### src/rtl/kd_run_sequencer.sv
// Steps KD_top through the Run_mode codes of one NTT/INTT operation, advancing on done_flag
// levels and aborting when a single phase exceeds TIMEOUT_CYC cycles.
module kd_run_sequencer #(
  parameter int TIMEOUT_CYC = 4095,
  parameter int CNT_W       = 16
) (
  input  logic             clk,
  input  logic             rst,
  input  logic             start,
  input  logic             kd_sel,
  input  logic             inv,
  input  logic [1:0]       done_flag,
  output logic [3:0]       Run_mode,
  output logic             KD_mode,
  output logic             busy,
  output logic             done,
  output logic             timeout,
  output logic             err_sticky,
  output logic [CNT_W-1:0] cycle_cnt
);

  localparam int TW = $clog2(TIMEOUT_CYC + 1);

  typedef enum logic [2:0] {S_IDLE, S_RUN, S_DRAIN, S_FINISH, S_ABORT} state_t;

  state_t           state_q, state_d;
  logic [3:0]       run_mode_q, run_mode_d;
  logic             kd_mode_q, kd_mode_d;
  logic             inv_q, inv_d;
  logic             step_q, step_d;
  logic             busy_q, busy_d;
  logic             done_q, done_d;
  logic             timeout_q, timeout_d;
  logic             err_q, err_d;
  logic [CNT_W-1:0] cnt_q, cnt_d;
  logic [TW-1:0]    phase_q, phase_d;

  logic             phase_masked_s;
  logic             phase_expired_s;
  logic             last_step_s;
  logic [CNT_W-1:0] cnt_inc_s;

  // Compute-phase code for a given step; the drain code is always this plus one.
  function automatic logic [3:0] compute_code(input logic kd, input logic iv, input logic step);
    logic [3:0] code;
    case ({kd, iv})
      2'b00:   code = step ? 4'd3 : 4'd1;
      2'b01:   code = step ? 4'd7 : 4'd9;
      2'b10:   code = 4'd5;
      2'b11:   code = 4'd11;
      default: code = 4'd0;
    endcase
    return code;
  endfunction

  // Next-state and next-output computation.
  always_comb begin
    state_d    = state_q;
    run_mode_d = run_mode_q;
    kd_mode_d  = kd_mode_q;
    inv_d      = inv_q;
    step_d     = step_q;
    busy_d     = busy_q;
    done_d     = 1'b0;
    timeout_d  = 1'b0;
    err_d      = err_q;
    cnt_d      = cnt_q;
    phase_d    = phase_q + TW'(1);

    // A flag seen in the first cycle of a phase may still be the previous phase's level.
    phase_masked_s  = (phase_q == TW'(1));
    phase_expired_s = (phase_q == TW'(TIMEOUT_CYC));
    last_step_s     = kd_mode_q ? 1'b1 : step_q;
    cnt_inc_s       = (cnt_q == {CNT_W{1'b1}}) ? cnt_q : cnt_q + CNT_W'(1);

    case (state_q)
      S_IDLE: begin
        if (start) begin
          state_d    = S_RUN;
          kd_mode_d  = kd_sel;
          inv_d      = inv;
          step_d     = 1'b0;
          err_d      = 1'b0;
          run_mode_d = compute_code(kd_sel, inv, 1'b0);
          busy_d     = 1'b1;
          cnt_d      = CNT_W'(1);
          phase_d    = TW'(1);
        end else begin
          phase_d = TW'(0);
        end
      end
      S_RUN: begin
        if (!phase_masked_s && done_flag[0]) begin
          state_d    = S_DRAIN;
          run_mode_d = run_mode_q + 4'd1;
          phase_d    = TW'(1);
          cnt_d      = cnt_inc_s;
        end else if (phase_expired_s) begin
          state_d    = S_ABORT;
          run_mode_d = 4'd0;
          timeout_d  = 1'b1;
          err_d      = 1'b1;
          busy_d     = 1'b0;
        end else begin
          cnt_d = cnt_inc_s;
        end
      end
      S_DRAIN: begin
        if (!phase_masked_s && done_flag[1]) begin
          if (last_step_s) begin
            state_d    = S_FINISH;
            run_mode_d = 4'd0;
            done_d     = 1'b1;
            busy_d     = 1'b0;
          end else begin
            state_d    = S_RUN;
            step_d     = 1'b1;
            run_mode_d = compute_code(kd_mode_q, inv_q, 1'b1);
            phase_d    = TW'(1);
            cnt_d      = cnt_inc_s;
          end
        end else if (phase_expired_s) begin
          state_d    = S_ABORT;
          run_mode_d = 4'd0;
          timeout_d  = 1'b1;
          err_d      = 1'b1;
          busy_d     = 1'b0;
        end else begin
          cnt_d = cnt_inc_s;
        end
      end
      S_FINISH, S_ABORT: begin
        state_d = S_IDLE;
      end
      default: begin
        state_d    = S_IDLE;
        run_mode_d = 4'd0;
        busy_d     = 1'b0;
      end
    endcase
  end

  // State and registered outputs.
  always_ff @(posedge clk) begin
    if (rst) begin
      state_q    <= S_IDLE;
      run_mode_q <= 4'd0;
      kd_mode_q  <= 1'b0;
      inv_q      <= 1'b0;
      step_q     <= 1'b0;
      busy_q     <= 1'b0;
      done_q     <= 1'b0;
      timeout_q  <= 1'b0;
      err_q      <= 1'b0;
      cnt_q      <= {CNT_W{1'b0}};
      phase_q    <= {TW{1'b0}};
    end else begin
      state_q    <= state_d;
      run_mode_q <= run_mode_d;
      kd_mode_q  <= kd_mode_d;
      inv_q      <= inv_d;
      step_q     <= step_d;
      busy_q     <= busy_d;
      done_q     <= done_d;
      timeout_q  <= timeout_d;
      err_q      <= err_d;
      cnt_q      <= cnt_d;
      phase_q    <= phase_d;
    end
  end

  assign Run_mode   = run_mode_q;
  assign KD_mode    = kd_mode_q;
  assign busy       = busy_q;
  assign done       = done_q;
  assign timeout    = timeout_q;
  assign err_sticky = err_q;
  assign cycle_cnt  = cnt_q;

endmodule

### config.mk
export PLATFORM = sky130hd
export DESIGN_NAME = kd_run_sequencer
export DESIGN_NICKNAME = d
export VERILOG_FILES = /design/src/rtl/kd_run_sequencer.sv
export SDC_FILE = /design/constraint.sdc
export NUM_CORES = 1
export LEC_CHECK = 0
export ABC_AREA = 1
export BUFFER_PORTS_ARGS = -buffer_cell sky130_fd_sc_hd__buf_2
export CORE_AREA = 8 8 81 101
export CTS_BUF_LIST = sky130_fd_sc_hd__clkbuf_16
export CTS_CLUSTER_SIZE = 20
export DETAILED_ROUTE_END_ITERATION = 8
export DIE_AREA = 0 0 89 109
export GPL_TIMING_DRIVEN = 1
export PLACE_DENSITY_LB_ADDON = 0.25
export SLEW_MARGIN = 40
export SYNTH_ARGS = -nofsm -noshare
export SYNTH_HDL_FRONTEND = slang
export SYNTH_SLANG_ARGS = --single-unit
### constraint.sdc
create_clock -name clk -period 1.7 [get_ports clk]
set_clock_uncertainty 0.05 [all_clocks]
set_input_delay 0.085 -clock clk [delete_from_list [all_inputs] [get_ports clk]]
set_output_delay 0.085 -clock clk [all_outputs]
set_load 0.02 [all_outputs]
==> results.md <==
- Status: complete, but fails checks
- Violated checks: setup timing
- Port Buffers: 31
- Max transition margin: 0.832
- CTS buffer count: 5
- DRC: 0
- Die Y: 109 um
- Pre-CTS setup slack: -0.121 ns
- Synth unique cells: 35
- PD cells: ~770 nW/um2
- Max Clk Rate: 567 MHz
- Commonest cells post-synth: 94 x nand2_1, 49 x nor2_1, 42 x dfxtp_1
- Ranking of synthesized cells by area: dfxtp_1 33%, nand2_1 14%, nor2_1 7.2%
- Pins over their slew limit: 0
- Ant. Diodes: 0
- Routed vias/inst: around 4.9
- # IOs: 32
- Avg Inst Size Synth: between 6 and 7 um2
- Final setup fails: 22
- Critical-path maximum fanout: 4
- Syn Std Cell Area: 2560 um2
- First-pass GRT wire length: 12300 um
- Clock-pin slew on the worst setup and hold paths: approximately 0.060 ns
- Clock Latency Late Sink: 0.28 ns
- First-pass DRT Iterations: 4
- Core Box Area: 6720 um2
- DR vias: 2763
- Synth Flop Type: dfxtp_1
- Warnings from Yosys: 0
- WS Path Type: flop to flop
- Slew @ Worst Pin: 0.252 ns
- CP Capture Type: flop
- R2R depth: 13
- Starting DRT DRC Count: 77
- Flip-flop and latch count after synthesis: between 40 and 50
- Layout area overhead: 45.2%
- Largest net degree at the start of global routing: 17
- Final period util: 1.04
- Cell Rows: 34
- Detailed Place HPWL: 5550 um
- Syn_nets: slightly below 400
- Fin crit period: 1.76 ns
- Hold path depth: 3
- Post-Syn Instances: 380
- Initial antenna violation count: 0
- GP Congestion: just over 0.9
- Drt wl/cell: 13.3 um
- Congestion Overflow GR: 0
- Post-route ant nets: 0
- Unrepaired setup endpoints after global routing: true
- Share of the synthesized area in the top cell type: 0.329
- Starting Density: 0.380
- Non-filler instance count after layout: 566
- Leakage power: 0.00166 uW
- EDFF count, synth: 0
- Die area: between 9000 and 10000 um2
- Crit path launch type: flop
- Setup WS post-layout: -0.0639 ns
- Filler instances: about 680
- Register area share after synthesis: 0.329
- Root Driver: clkbuf_16
- VDD IR-drop max: around 0.44 mV
- H-tree lvl count: 2
- Max_cap viols: 0
- Critical path arrival: ~1.9 ns
- Bufs on Longest Clock Path: 2
- Clock sinks: 42
- Share of cells above drive strength 1: 0.410
- Vias in the first global route: 2743
- Placed cells: between 500 and 600
- Sum of negative setup slack: -0.824 ns
- Worst hold path class: input pin to flop
- GRT Resource Usage Total: 0.160
- Total wire length: 7520 um
- CP required: 1.82 ns
- Fraction of registers with async set/reset: 0
- Final Hold Fails: 0
- Most frequent cell after synthesis: nand2_1
- DIE WIDTH: 89 um
- CTS tree: done
- Nets: 488
- Largest area contributor in the netlist: dfxtp_1
## critical path, cell delays in order (launching register included)
cell and delay [ns]:
dfxtp_4 0.36, inv_2 0.06, ha_4 0.11, nand2_1 0.05, nor2_2 0.09, nand2_2 0.12, nand2_4 0.12, nor2_4 0.05
nand2_4 0.09, nand2_8 0.08, buf_4 0.14, buf_4 0.13, o21ai_2 0.13, a21oi_2 0.06
## power by group
part | switching, uW | internal, uW
registers | 46.0 | 1030
clock network | 390 | 536
logic | 506 | 372
## flip-flops by register name (all words and copies together) (netlist names)
name        flops
KD_mode         1
Run_mode        4
busy            1
cycle_cnt      16
done            1
err_sticky      1
inv_q           1
phase_q        12
state_q         3
step_q          1
timeout         1
## final cells by class
class | instances | area, um2 | share of cell area
multi-input combinational | 285 | 1740 | 0.469
sequential | 42 | 861 | 0.232
timing repair buffer | 95 | 671 | 0.181
inverter | 46 | 186 | 0.0502
clock buffer | 5 | 125 | 0.0337
tap | 90 | 113 | 0.0303
clock inverter | 3 | 16.3 | 0.00438
## cells by family after synthesis
logic type | count (synthesis) | share of synthesized area
AO/OA/AOI/OAI | 60 | 0.139
XOR/XNOR | 5 | 0.0171
adder cells (fa/ha/maj) | 6 | 0.0294
AND/OR/NAND/NOR | 214 | 0.398
buffers and inverters | 53 | 0.0876
flip-flops | 42 | 0.329
## worst paths after layout
check                           startpoint  slack [ns]             to
worst max register to register  phase_q[1]       -0.06  cycle_cnt[14]
worst min-delay path                   inv        0.06          inv_q
worst min register to register      step_q        0.42         step_q
worst max-delay path            phase_q[1]       -0.06  cycle_cnt[14]
## cells in the final DEF, fill, tap and decap left out, types with 8 or more instances in the layout
master and count:
nor2_2 9, nor2_1 40, buf_4 57, o21ai_0 13, nand2_1 84, nand4_1 8, nand2_4 10, nand2_2 9
inv_1 34, a21oi_1 14, inv_2 9, nand3_2 12, a21oi_2 12, dfxtp_1 34, nand3_1 20, buf_2 31
## metal layers
metal / vias to the layer above / GRT usage / wire [um]
met5: - / 0 / 0
met4: 0 / 0.0787 / 193
met3: 17 / 0.0294 / 399
met2: 78 / 0.280 / 3860
met1: 1253 / 0.180 / 3060
li1: 1415 / - / -
## repair_timing
action	in CTS	in global routing
pin swaps	8	22
buffers inserted	5	5
setup endpoints to repair	22	37
hold buffers	0	0
hold endpoints to repair	0	0
resized for setup	22	50
## metrics by stage
step                cell area, um2  hold slack (ns)  total power, uW   util
floorplan                     2590            0.228             1510      -
global placement              3230            0.339             1780  0.481
detailed placement            3230            0.360             1780  0.481
CTS                           3490           0.0662             2790  0.520
global route                  3710            0.116             3030  0.552
finish                        3710           0.0643             2880  0.552
No activity file was read; power rests on OpenSTA's default activity.
